<file path="config.mk">
export PLATFORM = sky130hd
export DESIGN_NAME = dcache
export DESIGN_NICKNAME = d
export VERILOG_FILES = /design/src/rtl/dcache.sv
export SDC_FILE = /design/constraint.sdc
export NUM_CORES = 1
export LEC_CHECK = 0
export CAP_MARGIN = 20
export CORE_MARGIN = 2
export CORE_UTILIZATION = 55
export CTS_CLUSTER_SIZE = 25
export DETAILED_ROUTE_END_ITERATION = 12
export GPL_TIMING_DRIVEN = 1
export PLACE_DENSITY = 0.79
export SLEW_MARGIN = 20
export SYNTH_ARGS = -nofsm -noshare
export SYNTH_HDL_FRONTEND = slang
export SYNTH_SLANG_ARGS = --single-unit
</file>
<file path="constraint.sdc">
create_clock -name clk -period 39.6 [get_ports clk]
set_input_delay 3.96 -clock clk [delete_from_list [all_inputs] [get_ports clk]]
set_output_delay 3.96 -clock clk [all_outputs]
set_load 0.05 [all_outputs]
</file>
<file path="src/rtl/dcache.sv">
// dcache: direct-mapped, write-back, write-allocate data cache.
// Four 16-byte lines; tag = addr[31:6], index = addr[5:4], word = addr[3:2].
// Misses go through IDLE -> (WRITEBACK ->) REFILL -> IDLE; the stalled access
// then replays in IDLE and hits.
// Optional feature macro: DCACHE_PERF_EN adds hit_count / miss_count outputs.
module dcache (
    input  logic         clk,
    input  logic         reset,
    input  logic         rd_en,
    input  logic         wr_en,
    input  logic         byte_en,
    input  logic [31:0]  addr,
    input  logic [31:0]  wdata,
    output logic [31:0]  rdata,
    output logic         dhit,
    output logic         mem_req,
    output logic         mem_we,
    output logic [27:0]  mem_addr,
    output logic [127:0] mem_wdata,
    input  logic         mem_ready,
    input  logic [127:0] mem_rdata
`ifdef DCACHE_PERF_EN
    ,
    output logic [31:0]  hit_count,
    output logic [31:0]  miss_count
`endif
);

    typedef enum logic [1:0] {
        S_IDLE      = 2'd0,
        S_WRITEBACK = 2'd1,
        S_REFILL    = 2'd2
    } state_t;

    state_t       r_state;
    state_t       w_next_state;

    logic [3:0]   r_valid;
    logic [3:0]   r_dirty;
    logic [25:0]  r_tag  [0:3];
    logic [127:0] r_data [0:3];

    logic [1:0]   w_index;
    logic [1:0]   w_word;
    logic [25:0]  w_tag;
    logic         w_access;
    logic         w_hit;

    // Word 0 of a line lives in the most significant 32 bits.
    function automatic logic [31:0] f_get_word(input logic [127:0] line,
                                               input logic [1:0]   word);
        logic [31:0] result;
        case (word)
            2'd0:    result = line[127:96];
            2'd1:    result = line[95:64];
            2'd2:    result = line[63:32];
            2'd3:    result = line[31:0];
            default: result = line[31:0];
        endcase
        return result;
    endfunction

    // Merge a word or big-endian byte store into a line (lane 0 = bits 31:24).
    function automatic logic [127:0] f_merge(input logic [127:0] line,
                                             input logic [1:0]   word,
                                             input logic         is_byte,
                                             input logic [1:0]   lane,
                                             input logic [31:0]  data);
        logic [31:0]  old_word;
        logic [31:0]  new_word;
        logic [127:0] result;
        old_word = f_get_word(line, word);
        if (is_byte) begin
            case (lane)
                2'd0:    new_word = {data[7:0], old_word[23:0]};
                2'd1:    new_word = {old_word[31:24], data[7:0], old_word[15:0]};
                2'd2:    new_word = {old_word[31:16], data[7:0], old_word[7:0]};
                2'd3:    new_word = {old_word[31:8], data[7:0]};
                default: new_word = old_word;
            endcase
        end else begin
            new_word = data;
        end
        result = line;
        case (word)
            2'd0:    result[127:96] = new_word;
            2'd1:    result[95:64]  = new_word;
            2'd2:    result[63:32]  = new_word;
            2'd3:    result[31:0]   = new_word;
            default: result         = line;
        endcase
        return result;
    endfunction

    assign w_index  = addr[5:4];
    assign w_word   = addr[3:2];
    assign w_tag    = addr[31:6];
    assign w_access = rd_en | wr_en;
    assign w_hit    = w_access & r_valid[w_index] & (r_tag[w_index] == w_tag);

    // Load data is the addressed word of the indexed line, hit or not.
    assign rdata = f_get_word(r_data[w_index], w_word);

    // State register plus line storage: store-hit merge in IDLE, refill install.
    always_ff @(posedge clk) begin
        if (reset) begin
            r_state <= S_IDLE;
            r_valid <= 4'b0000;
            r_dirty <= 4'b0000;
        end else begin
            r_state <= w_next_state;
            if ((r_state == S_IDLE) && w_hit && wr_en) begin
                r_data[w_index]  <= f_merge(r_data[w_index], w_word, byte_en,
                                            addr[1:0], wdata);
                r_dirty[w_index] <= 1'b1;
            end else if ((r_state == S_REFILL) && mem_ready) begin
                r_data[w_index]  <= mem_rdata;
                r_tag[w_index]   <= w_tag;
                r_valid[w_index] <= 1'b1;
                r_dirty[w_index] <= 1'b0;
            end
        end
    end

    // Next-state logic and the stall / memory-port outputs.
    always_comb begin
        w_next_state = r_state;
        dhit         = 1'b1;
        mem_req      = 1'b0;
        mem_we       = 1'b0;
        mem_addr     = addr[31:4];
        mem_wdata    = r_data[w_index];
        case (r_state)
            S_IDLE: begin
                dhit = ~w_access | w_hit;
                if (w_access && !w_hit) begin
                    if (r_valid[w_index] && r_dirty[w_index]) begin
                        w_next_state = S_WRITEBACK;
                    end else begin
                        w_next_state = S_REFILL;
                    end
                end else begin
                    w_next_state = S_IDLE;
                end
            end
            S_WRITEBACK: begin
                dhit     = 1'b0;
                mem_req  = 1'b1;
                mem_we   = 1'b1;
                mem_addr = {r_tag[w_index], w_index};
                if (mem_ready) begin
                    w_next_state = S_REFILL;
                end else begin
                    w_next_state = S_WRITEBACK;
                end
            end
            S_REFILL: begin
                dhit    = 1'b0;
                mem_req = 1'b1;
                if (mem_ready) begin
                    w_next_state = S_IDLE;
                end else begin
                    w_next_state = S_REFILL;
                end
            end
            default: begin
                dhit         = 1'b0;
                w_next_state = S_IDLE;
            end
        endcase
    end

`ifdef DCACHE_PERF_EN
    logic [31:0] r_hit_count;
    logic [31:0] r_miss_count;

    // Hit counter counts IDLE hit cycles; miss counter counts IDLE-to-miss transitions.
    always_ff @(posedge clk) begin
        if (reset) begin
            r_hit_count  <= 32'd0;
            r_miss_count <= 32'd0;
        end else begin
            if ((r_state == S_IDLE) && w_hit) begin
                r_hit_count <= r_hit_count + 32'd1;
            end
            if ((r_state == S_IDLE) && w_access && !w_hit) begin
                r_miss_count <= r_miss_count + 32'd1;
            end
        end
    end

    assign hit_count  = r_hit_count;
    assign miss_count = r_miss_count;
`endif

endmodule

</file>
-- Word-level counts from Yosys, hierarchy flattened
Memory sizes are Yosys's and may differ from the RTL's.
Index checks and enable logic that the tools add are counted.
- RAM bits: 616
- register bits after elaboration: 10
- memories kept: 2
- output and inout bits: 191
- input port bits: 198
- muxes and demuxes: 41
- bitwise operators: 11
- equal/unequal tests: 9
- reductions and logical operators: 13
- order comparisons: 2
- memories (memory ; depth ; bits a word ; read ports ; clocked after Yosys merged registers in ; write ports ; line ; source):
    r_data ; 4 ; 128 ; 1 ; 0 ; 1 ; 41 ; logic [127:0] r_data [0:3];
    r_tag ; 4 ; 26 ; 1 ; 0 ; 1 ; 40 ; logic [25:0] r_tag [0:3];
- operators by type and width (cell ; number):
    32-bit 2-to-1 mux ; 13
    32-bit case mux with 4 select lines ; 2
    128-bit 2-to-1 mux ; 1
    32-bit case mux with 3 select lines ; 1
    28-bit 2-to-1 mux ; 1
    26-bit == test ; 1
    1-bit 2-to-1 mux ; 13
    2-bit == test (second input constant) ; 5
    2-bit 2-to-1 mux ; 4
    4-bit 2-to-1 mux ; 2
    4-bit bitwise OR ; 2
    2-bit by 1-bit == test with 1-bit output (second input constant) ; 3
    1-bit logical AND ; 6
    2-bit zero test ; 3
    2-bit case mux with 3 select lines ; 1
    4-bit bitwise AND ; 1
    1-bit binary-select mux with 2-bit select ; 2
    4-bit NOT ; 1
    2-bit by 3-bit less-than comparator with 1-bit output (second input constant) ; 1
    1-bit bitwise OR ; 3
    1-bit bitwise AND ; 2
    1-bit demux with 2-bit select ; 1
    2-bit by 1-bit greater-or-equal comparator with 1-bit output (second input constant) ; 1
    1-bit NOT ; 2
    other kinds (4) ; 4

-- Longest topological paths before layout
- word-level depth: 10
- depth in mapped cells: 14
- gate-level depth less buffers: 7

-- Worst setup path after synthesis
OpenSTA, ideal clock, no wires.
- path kind: input port to flip-flop
- start point: input addr[5]
- end point: memory r_data[0][0] (enable)
- slack: 12.727 ns
- arrival: 25.575 ns
- stages on the path: 9
- buffers on the path: 3
- required time: 38.303 ns
- cell sequence: buf_2 -> buf_4 -> buf_2 -> mux4_2 -> xnor2_1 -> nand3_1 -> nor4_4 -> nand3_1 -> a2111oi_0
- word-level cells in the longest chain between the ends: 10
- elaborated cells on any way between the ends: 15
- classes of those cells: eq/ne: 1; mux: 8; bitwise: 3; reduce/logical: 2; memory: 1
- ends and longest elaborated chain (what ; line ; source):
    start: declaration ; 12 ; input logic [31:0] addr,
    parallel branches: the longest is 10 deep, another holds memory read 4 x 26 bit ; n/a ;
    end: declaration ; 41 ;
Several ways; the timed one is not identified. The select of a mux whose other input is x is not followed.

-- Final worst setup path
- start point: input addr[5]
- end point: output dhit
- word-level cells in the longest chain between the ends: 6
- elaborated cells on any way between the ends: 8
- classes of those cells: eq/ne: 1; mux: 3; bitwise: 3; memory: 1
- ends and longest elaborated chain (what ; line ; source):
    parallel branches: the longest is 3 deep, another holds memory read 4 x 26 bit ; n/a ;
    1-bit bitwise AND * ; 99 ; assign w_hit = w_access & r_valid[w_index] & (r_tag[w_index] == w_tag);
    1-bit bitwise OR * ; 135 ; dhit = ~w_access | w_hit;
    1-bit 2-to-1 mux * ; 133 ; case (r_state)
    end: declaration ; 15 ; output logic dhit,
Every way passes the cells marked *. The select of a mux whose other input is x is not followed.

==> metrics.log <==
[metrics] warning count from the yosys run: 0
[metrics] Clock Skew: 0.0379 ns
[metrics] Worst setup endpoint: dhit
[metrics] portion of synthesized cell area occupied by the leading cell type: 62.1%
[metrics] Floorplan Core Area: 53,700 µm²
[metrics] leakage power: 11.8 nW
[metrics] wire length of the first global-routing pass: 121,000 µm
[metrics] wire length per cell after detailed routing: 28.9 µm
[metrics] Tightest Pin Transition: 1.16 ns
[metrics] layout filler cell count: 3,553
[metrics] deepest level of the CTS H-tree: 2
[metrics] Cell variety after synth: 54
[metrics] Design Area, Final: 36,200 µm²
[metrics] top routing layer in use: met5
[metrics] number of gates resized after CTS: 0
[metrics] post-synthesis average cell area: 16.7 µm²
[metrics] maximum clock path buffer count: 3
[metrics] Routed WL: 83,300 µm
[metrics] final estimated routing congestion in global placement: 0.850
[metrics] cell depth of the worst flop-to-flop path: 9
[metrics] synthesized cell area: 29,800 µm²
[metrics] area of all sequential standard cells: 18,700 µm²
[metrics] vias in the first global route: 18,253
[metrics] worst slew slack as a fraction of its limit: 22.2%
[metrics] multi-input logic area: 10,400 µm²
[metrics] type of the tightest min-delay check: register to register
[metrics] type of destination of the critical path: primary output
[metrics] PwrDens: 43.1 nW/µm²
[metrics] number of iterations in the first detailed-routing pass: 6
[metrics] total of flip-flops plus latches after synthesis: 626
[metrics] die area: 56,000 µm²
[metrics] First DRT Iteration DRCs: 2,453
[metrics] met1 layer wirelength in the final routing: 33,100 µm
[metrics] total number of vias: 18,922
[metrics] placement-stage cell area: 34,100 µm²
[metrics] overflow left after global routing: 0
[metrics] cell accounting for the most synthesized area: sky130_fd_sc_hd__edfxtp_1
[metrics] maximum vdd ir drop: 0.0377 mV
[metrics] outcome: completed
[metrics] pin count of the biggest net entering global routing: 129
[metrics] leading post-synthesis cells by cell area: sky130_fd_sc_hd__edfxtp_1 62%, sky130_fd_sc_hd__mux4_2 15%, sky130_fd_sc_hd__mux2_2 6.6%
[metrics] final count of hold timing violations: 0
[metrics] required time at the endpoint of the critical path: 35.64 ns
[metrics] upper clock frequency limit: 83.5 MHz
[metrics] Final Net Count: 2,319
[metrics] critical path launch point: addr[5]
[metrics] height of the chip: 237 µm
[metrics] via count normalized by instance count: 6.57
[metrics] Register-to-Register Setup Slack: 34.44 ns
[metrics] end-of-flow core utilization: 67.3%
[metrics] final period utilization: 30.3%
[metrics] critical path class: input pin to primary output
[metrics] Top-Level Pins: 389
[metrics] row count: 85
[metrics] area growth from synthesis to layout: 21.5%
[metrics] clock latency on the worst-skew pair: 0.64 ns
[metrics] capturing point of the worst reg2reg path: r_data[0][39]
[metrics] unrepaired setup endpoints after global routing: no
[metrics] Reg-to-Reg Start: r_tag[3][20]
[metrics] final worst path period need: 11.98 ns
[metrics] Synth async-reset ratio: 0%
[metrics] clock buffer count from CTS: 61
[metrics] clock transition at the register clock pins on the worst setup and hold paths after CTS: 0.06 ns
[metrics] maximum fanout count along the critical path: 114
[metrics] Die X: 237 µm
[metrics] Final Setup Violations: 0
[metrics] synthesized instance count: 1,780
[metrics] Hold Slack: 0.485 ns
[metrics] worst path arrival time: 8.02 ns
[metrics] commonest non-fill, non-tap cell in the layout: sky130_fd_sc_hd__edfxtp_1
[metrics] share of the yosys chip area belonging to registers: 62.8%
[metrics] final number of max-transition violations: 0
[metrics] number of remaining DRC errors: 0
[metrics] count of flip-flops with a built-in enable after synthesis: 616
[metrics] final total negative setup slack: 0 ns
[metrics] effective utilization at floorplan: 55.4%
[metrics] count of maximum capacitance violations: 0
[metrics] synthesized net count: 1,982
[metrics] antenna viol nets, final: 0
[metrics] length of routed met3 wiring: 9520 µm
[metrics] commonest cells after routing, fill and taps aside: 616 x sky130_fd_sc_hd__edfxtp_1, 383 x sky130_fd_sc_hd__clkdlybuf4s50_1, 202 x sky130_fd_sc_hd__mux4_2
[metrics] Total Power: 1.56 mW
[metrics] Hold-fix buffers, CTS: 0
[metrics] CTS Sinks: 626
[metrics] startpoint type of the worst setup path: input pin
[metrics] routed wire length on met2: 37,400 µm
[metrics] # Post-CTS Setup Buffers: 0
[metrics] number of I/O port buffers: 388
[metrics] HPWL after DPL: 53,700 µm
[metrics] CTS tree: yes
[metrics] proportion of layout cells with a drive suffix above 1: 23.7%
[metrics] initial antenna violation count: 15
[metrics] most frequently used flop master after synthesis: sky130_fd_sc_hd__edfxtp_1
[metrics] buffer cell driving the clock tree root: sky130_fd_sc_hd__clkbuf_16
[metrics] global-route usage over all layers: 29.4%
==> worst max-delay path, stage by stage <==
cell	delay [ns]
sky130_fd_sc_hd__buf_8	0.64
sky130_fd_sc_hd__buf_4	0.90
sky130_fd_sc_hd__mux2i_1	0.38
sky130_fd_sc_hd__o22a_1	0.19
sky130_fd_sc_hd__nand4_1	0.09
sky130_fd_sc_hd__a21oi_1	0.19
sky130_fd_sc_hd__and2_1	0.24
sky130_fd_sc_hd__nand2_1	0.08
sky130_fd_sc_hd__a21boi_0	0.27
sky130_fd_sc_hd__clkdlybuf4s50_1	0.86
==> layer usage <==
metal | vias up | track usage (%)
met5 | - | 0
met4 | 6 | 11.5
met3 | 154 | 7.01
met2 | 1242 | 42.8
met1 | 9616 | 43.4
li1 | 7904 | -
==> Yosys cell counts (2+ instances only) <==
| library cell | number |
|---|---|
| sky130_fd_sc_hd__buf_2 | 37 |
| sky130_fd_sc_hd__nand3_1 | 37 |
| sky130_fd_sc_hd__nor3_1 | 3 |
| sky130_fd_sc_hd__nor2b_1 | 6 |
| sky130_fd_sc_hd__xnor2_1 | 18 |
| sky130_fd_sc_hd__or2_2 | 2 |
| sky130_fd_sc_hd__mux4_2 | 202 |
| sky130_fd_sc_hd__dfxtp_1 | 10 |
| sky130_fd_sc_hd__mux2i_1 | 44 |
| sky130_fd_sc_hd__nand2_1 | 149 |
| sky130_fd_sc_hd__mux2_1 | 31 |
| sky130_fd_sc_hd__a21oi_1 | 57 |
| sky130_fd_sc_hd__and2_1 | 2 |
| sky130_fd_sc_hd__o21a_1 | 3 |
| sky130_fd_sc_hd__ha_1 | 4 |
| sky130_fd_sc_hd__mux2_2 | 174 |
| sky130_fd_sc_hd__o21ai_0 | 84 |
| sky130_fd_sc_hd__nand4_1 | 5 |
| sky130_fd_sc_hd__o2111ai_1 | 4 |
| sky130_fd_sc_hd__nand2b_1 | 28 |
| sky130_fd_sc_hd__a22oi_1 | 3 |
| sky130_fd_sc_hd__o22ai_1 | 28 |
| sky130_fd_sc_hd__xor2_1 | 4 |
| sky130_fd_sc_hd__edfxtp_1 | 616 |
| sky130_fd_sc_hd__o211ai_1 | 2 |
| sky130_fd_sc_hd__clkbuf_1 | 72 |
| sky130_fd_sc_hd__buf_1 | 6 |
| sky130_fd_sc_hd__inv_1 | 17 |
| sky130_fd_sc_hd__a31o_2 | 2 |
| sky130_fd_sc_hd__a211oi_1 | 27 |
| sky130_fd_sc_hd__buf_6 | 3 |
| sky130_fd_sc_hd__buf_4 | 15 |
| sky130_fd_sc_hd__a221o_1 | 24 |
| sky130_fd_sc_hd__nor2_1 | 39 |
| sky130_fd_sc_hd__buf_8 | 3 |
==> stage by stage <==
step / cells / setup WS (ns)
6_report: 2878 / 27.62
5_1_grt: 2876 / 27.43
4_1_cts: 2864 / 27.42
3_5_place_dp: 2749 / 27.44
3_3_place_gp: 2749 / 27.40
2_1_floorplan: 1780 / 12.73
==> final cells by class <==
| class | instances | share of cell area (%) |
|---|---|---|
| sequential | 626 | 51.7 |
| multi-input combinational | 1000 | 28.8 |
| timing repair buffer | 411 | 11.4 |
| clock buffer | 81 | 4.54 |
| tap | 696 | 2.41 |
| clock inverter | 34 | 0.892 |
| inverter | 17 | 0.176 |
| antenna | 13 | 0.0899 |
==> flip-flops by register name, indices dropped and copies added, names as in the netlist, named ones only <==
| signal | cells |
|---|---|
| r_data | 512 |
| r_tag | 104 |
| r_valid | 4 |
| r_state | 2 |
==> logic make-up after synthesis <==
logic type | synth area share, %
compound gates | 5.21
fa+ha+maj | 0.168
xor+xnor | 0.647
simple gates | 4.08
buf+inv | 2.53
mux | 24.6
flops | 62.8
==> worst min path at each step <==
stage / start / endpoint / cells past startpoint / slack [ns]
finish: register / register / 2 / 0.49
global route: register / register / 2 / 0.52
CTS: r_valid[0] / r_valid[0] / 2 / 0.49
detailed placement: r_valid[0] / r_valid[0] / 2 / 0.47
global placement: register / register / 2 / 0.46
floorplan: r_valid[0] / r_valid[0] / 2 / 0.44
==> report_power, final <==
part | leakage, nW | internal (mW) | switching, mW
sequential | 5.64 | 0.744 | 0.00198
combinational | 5.21 | 0.0931 | 0.147
clock | 0.973 | 0.329 | 0.242
total | 11.8 | 1.17 | 0.392
Note: power is estimated with default switching activity, not from simulation.
